[src/rtl/cpu_mem_pkg.sv]
// rtl/cpu_mem_pkg.sv - shared CPU/memory widths and read-return tag encoding
//
// Purpose: constants shared by the CPU pipeline, the memory port arbiter and
//          the memory macro wrapper.
// Contents: CPU_ADDR_W / CPU_DATA_W default widths, TAG_* read-return tags.
package cpu_mem_pkg;

   localparam int CPU_ADDR_W = 11;
   localparam int CPU_DATA_W = 32;

   // One bit per reader so a tag decodes to its valid strobe directly.
   localparam logic [1:0] TAG_NONE  = 2'b00;
   localparam logic [1:0] TAG_FETCH = 2'b01;
   localparam logic [1:0] TAG_LD    = 2'b10;

endpackage

[src/rtl/rd_tag_pipe.sv]
// rtl/rd_tag_pipe.sv - shift register carrying read-return tags
//
// Purpose: delays the tag of each issued read by DEPTH cycles so it lines up
//          with the memory read data.
// Ports:
//   clk, resetn : clock, synchronous active-low clear of every stage
//   tag_i       : tag of the read issued this cycle (TAG_NONE when idle)
//   tag_o       : tag of the read whose data is on the memory bus now
module rd_tag_pipe
   import cpu_mem_pkg::*;
#(
   parameter int DEPTH = 1
) (
   input  logic       clk,
   input  logic       resetn,
   input  logic [1:0] tag_i,
   output logic [1:0] tag_o
);

   logic [1:0] pipe_q [DEPTH];

   always_ff @(posedge clk) begin
      if (!resetn) begin
         for (int i = 0; i < DEPTH; i++) begin
            pipe_q[i] <= TAG_NONE;
         end
      end else begin
         pipe_q[0] <= tag_i;
         for (int i = 1; i < DEPTH; i++) begin
            pipe_q[i] <= pipe_q[i-1];
         end
      end
   end

   assign tag_o = pipe_q[DEPTH-1];

endmodule

[src/rtl/mem_port_arbiter.sv]
// rtl/mem_port_arbiter.sv - single-port SRAM arbiter for fetch, LOAD and STORE
//
// Purpose: grants one of three requesters per cycle onto a shared synchronous
//          SRAM. Priority is STORE > LOAD > fetch, except that a fetch denied
//          STARVE_LIMIT cycles in a row wins outright. Read data is returned
//          with a per-reader valid strobe RD_LATENCY cycles after issue.
// Ports:
//   clk, resetn                        : clock, synchronous active-low reset
//   fetch_req/adrs, fetch_gnt/rvalid   : instruction read port
//   ld_req/adrs, ld_gnt/rvalid         : LOAD read port
//   st_req/adrs/wdata, st_gnt          : STORE write port
//   mem_en/we/adrs/wdata, mem_rdata    : SRAM macro interface
//   rdata                              : read data broadcast (mem_rdata)
//   stall_fetch                        : fetch requesting but not granted
//   starve_cnt                         : consecutive denied fetch cycles
module mem_port_arbiter
   import cpu_mem_pkg::*;
#(
   parameter int ADDR_W       = CPU_ADDR_W,
   parameter int DATA_W       = CPU_DATA_W,
   parameter int STARVE_LIMIT = 4,
   parameter int RD_LATENCY   = 1
) (
   input  logic              clk,
   input  logic              resetn,
   input  logic              fetch_req,
   input  logic [ADDR_W-1:0] fetch_adrs,
   output logic              fetch_gnt,
   output logic              fetch_rvalid,
   input  logic              ld_req,
   input  logic [ADDR_W-1:0] ld_adrs,
   output logic              ld_gnt,
   output logic              ld_rvalid,
   input  logic              st_req,
   input  logic [ADDR_W-1:0] st_adrs,
   input  logic [DATA_W-1:0] st_wdata,
   output logic              st_gnt,
   output logic              mem_en,
   output logic              mem_we,
   output logic [ADDR_W-1:0] mem_adrs,
   output logic [DATA_W-1:0] mem_wdata,
   input  logic [DATA_W-1:0] mem_rdata,
   output logic [DATA_W-1:0] rdata,
   output logic              stall_fetch,
   output logic [2:0]        starve_cnt
);

   localparam logic [2:0] LIMIT = 3'(STARVE_LIMIT);

   logic [2:0] starve_cnt_q, starve_cnt_d;
   logic       fetch_win, ld_win, st_win;
   logic       fetch_starved;
   logic [1:0] tag_issue, tag_ret;

   assign fetch_starved = (starve_cnt_q == LIMIT);

   // Grants are forced low in reset so the macro sees no access.
   always_comb begin
      fetch_win = 1'b0;
      ld_win    = 1'b0;
      st_win    = 1'b0;
      if (resetn) begin
         if (fetch_req && fetch_starved) begin
            fetch_win = 1'b1;
         end else if (st_req) begin
            st_win = 1'b1;
         end else if (ld_req) begin
            ld_win = 1'b1;
         end else if (fetch_req) begin
            fetch_win = 1'b1;
         end
      end
   end

   assign fetch_gnt = fetch_win;
   assign ld_gnt    = ld_win;
   assign st_gnt    = st_win;
   assign mem_en    = fetch_win | ld_win | st_win;
   assign mem_we    = st_win;

   // Readers carry no write data, so wdata is only non-zero for a STORE.
   always_comb begin
      mem_adrs  = '0;
      mem_wdata = '0;
      if (st_win) begin
         mem_adrs  = st_adrs;
         mem_wdata = st_wdata;
      end else if (ld_win) begin
         mem_adrs = ld_adrs;
      end else if (fetch_win) begin
         mem_adrs = fetch_adrs;
      end
   end

   assign stall_fetch = fetch_req & ~fetch_win;

   always_comb begin
      if (!fetch_req || fetch_win) begin
         starve_cnt_d = '0;
      end else if (fetch_starved) begin
         starve_cnt_d = starve_cnt_q;
      end else begin
         starve_cnt_d = starve_cnt_q + 3'd1;
      end
   end

   always_ff @(posedge clk) begin
      if (!resetn) begin
         starve_cnt_q <= '0;
      end else begin
         starve_cnt_q <= starve_cnt_d;
      end
   end

   assign starve_cnt = starve_cnt_q;

   assign tag_issue = fetch_win ? TAG_FETCH : (ld_win ? TAG_LD : TAG_NONE);

   rd_tag_pipe #(
      .DEPTH (RD_LATENCY)
   ) u_rd_tag_pipe (
      .clk    (clk),
      .resetn (resetn),
      .tag_i  (tag_issue),
      .tag_o  (tag_ret)
   );

   // Tags are one-hot per reader, so the valids are single flop bits.
   assign fetch_rvalid = tag_ret[0];
   assign ld_rvalid    = tag_ret[1];
   assign rdata        = mem_rdata;

endmodule

[config.mk]
export PLATFORM = sky130hd
export DESIGN_NAME = mem_port_arbiter
export DESIGN_NICKNAME = d
export VERILOG_FILES = /design/src/rtl/cpu_mem_pkg.sv /design/src/rtl/rd_tag_pipe.sv /design/src/rtl/mem_port_arbiter.sv
export SDC_FILE = /design/constraint.sdc
export NUM_CORES = 1
export LEC_CHECK = 0
export CORE_ASPECT_RATIO = 0.6
export CORE_UTILIZATION = 24
export CTS_CLUSTER_SIZE = 24
export DETAILED_ROUTE_END_ITERATION = 7
export PLACE_DENSITY = 0.95
export SYNTH_ARGS = -nofsm -noshare
export SYNTH_HDL_FRONTEND = slang
export SYNTH_SLANG_ARGS = --single-unit
[constraint.sdc]
create_clock -name clk -period 2.6 [get_ports clk]
set_clock_uncertainty 0.05 [all_clocks]
set_input_delay 0.39 -clock clk [delete_from_list [all_inputs] [get_ports clk]]
set_output_delay 0.39 -clock clk [all_outputs]
set_load 0.005 [all_outputs]
==> metrics.txt <==
status=finished clean; CP Launch Type=input port; Mapped Area=1130 um^2; final wirelength=4.12 mm; Clk pin slew, worst setup/hold paths=40 ps; WL per Instance=13.8 um; layout cells sized above 1=0.122; Die Span Y=55.1 um; critical path arrival=2040 ps; fin crit share=0.954; routed via count=1330; most frequent cells in the layout=122 x clkdlybuf4s50_1, 37 x and2_1, 22 x nand3_1; die width=90.5 um; H-tree levels=1; crit-path max FO=14; 1st-iter DRT viols=16; fin nets=343; Lkg Pwr=0.907 nW; Starting Density=0.262; core area=4300 um^2; FF+latch count, synth=5; Req. time, crit path=2160 ps; Final TNS setup=0 ps; max cap viols=0; Setup WS post-layout=119 ps; Synthesized Nets=249; Skew-Pair Late Insertion Delay=220 ps; number of CTS-inserted buffers=3; most common cell after layout, fill and taps aside=clkdlybuf4s50_1; max-slew violation count=0; row count=18; largest net degree at the start of global routing=35; RSZ-0062 raised after global routing=no; VDD IR max=117 uV; routability cong.=0.790; Hold Violations, Final=0; CTS tree=built; min Tclk post-route=2480 ps; initial antenna violation count=0; Synth Warn #=0; Syn-to-layout area delta=103%; ANT nets after route=0; # diodes=0; gr ovfl total=0; pre-CTS WS=79.0 ps; Fillers=385; # setup viols final=0; PortBufs=123; post-synthesis sequential area ratio=0.0888; Peak Freq=403 MHz; CP Capture Type=output pin; full die area=4980 um^2; hpwl dp=3.25 mm; Avg Cell Area, Syn=7.77 um^2; FF-to-FF setup slack=1230 ps; WS Path Type=in -> out; total power=528 uW; drt first pass iters=4; pwr dens=231 nW/um^2; root buffer cell=clkbuf_8; via density per instance=4.46; # IOs=188; first-pass GRT wire length=6.19 mm; Cell variety after synth=20; Sink Count=5; # DRC=0; Max-slew headroom=0.843; clock buffer depth=2; worst hold path type=reg -> reg; Slew @ Worst Pin=235 ps; number of global-route vias before repair=1289; hold slack=491 ps; Setup Fix Bufs, Post-CTS=0; All-Layer GR Usage=0.160; cells after synthesis=145
[cells by family after synthesis]
logic type,after synthesis,share of synthesized area
buf+inv,47,0.289
simple gates,66,0.356
compound gates,25,0.244
fa+ha+maj,2,0.0222
flops,5,0.0888
[final timing paths]
path	start	endpoint	depth (start not counted)
worst max register to register	starve_cnt[0]	starve_cnt[2]	6
worst min-delay path	starve_cnt[0]	starve_cnt[0]	2
worst min register to register	starve_cnt[0]	starve_cnt[0]	2
worst max-delay path	fetch_req	mem_adrs[4]	6
[metal layers]
metal  up-vias  track usage  wire length, um
li1        644            -                -
met1       581        0.203             1880
met4         0       0.0430               37
met5         -            0                0
met2        99        0.255             1710
met3         6       0.0642              483
[cell usage after synthesis (all sizes together)]
cell type | count | area (um^2)
o211a | 1 | 10.0
and4b | 2 | 20.0
a21o | 11 | 82.6
o2bb2ai | 1 | 15.0
nor2b | 2 | 12.5
nand3 | 24 | 130
clkbuf | 2 | 7.51
inv | 3 | 11.3
o31a | 1 | 8.76
dfxtp | 5 | 100
and2 | 37 | 231
buf | 42 | 307
nand3b | 1 | 7.51
a2bb2oi | 11 | 159
ha | 2 | 25.0
[flip-flops by register name, indices dropped and copies added, names as in the netlist]
register	count
starve_cnt	3
u_rd_tag_pipe.pipe_q	2
[per-stage QoR]
| step | utilization | instances | area, um^2 |
|---|---|---|---|
| after floorplan | - | 145 | 1130 |
| final | 0.531 | 298 | 2280 |
| after detailed placement | 0.519 | 294 | 2230 |
| after CTS | 0.529 | 298 | 2280 |
| after global routing | 0.531 | 298 | 2280 |
| after global placement | 0.519 | 294 | 2230 |
[worst max-delay path, cell delays in order]
cell             delay [ps]
clkdlybuf4s50_1         540
and2_1                  200
buf_12                  150
nand3_1                 100
a2bb2oi_2               140
clkdlybuf4s50_1         510
[where the power goes]
part           leakage (nW)  internal (mW)  switching (mW)
clock                0.0228          0.106          0.0410
sequential           0.0411         0.0797         0.00141
combinational         0.843          0.213          0.0875
[final cells by class]
| class | count | area [um^2] | area share |
|---|---|---|---|
| clock buffers | 4 | 45.0 | 0.0197 |
| well taps | 60 | 75.1 | 0.0329 |
| repair buffers | 133 | 1350 | 0.590 |
| inverters | 3 | 11.3 | 0.00493 |
| multi-input cells | 93 | 704 | 0.308 |
| flip-flops and latches | 5 | 101 | 0.0444 |
[what timing repair did]
action,CTS,global route
hold buffers,0,0
setup endpoints to repair,0,32
resized for setup,0,3
endpoints found under the hold margin,0,0
Note: power is estimated with default switching activity, not from simulation.
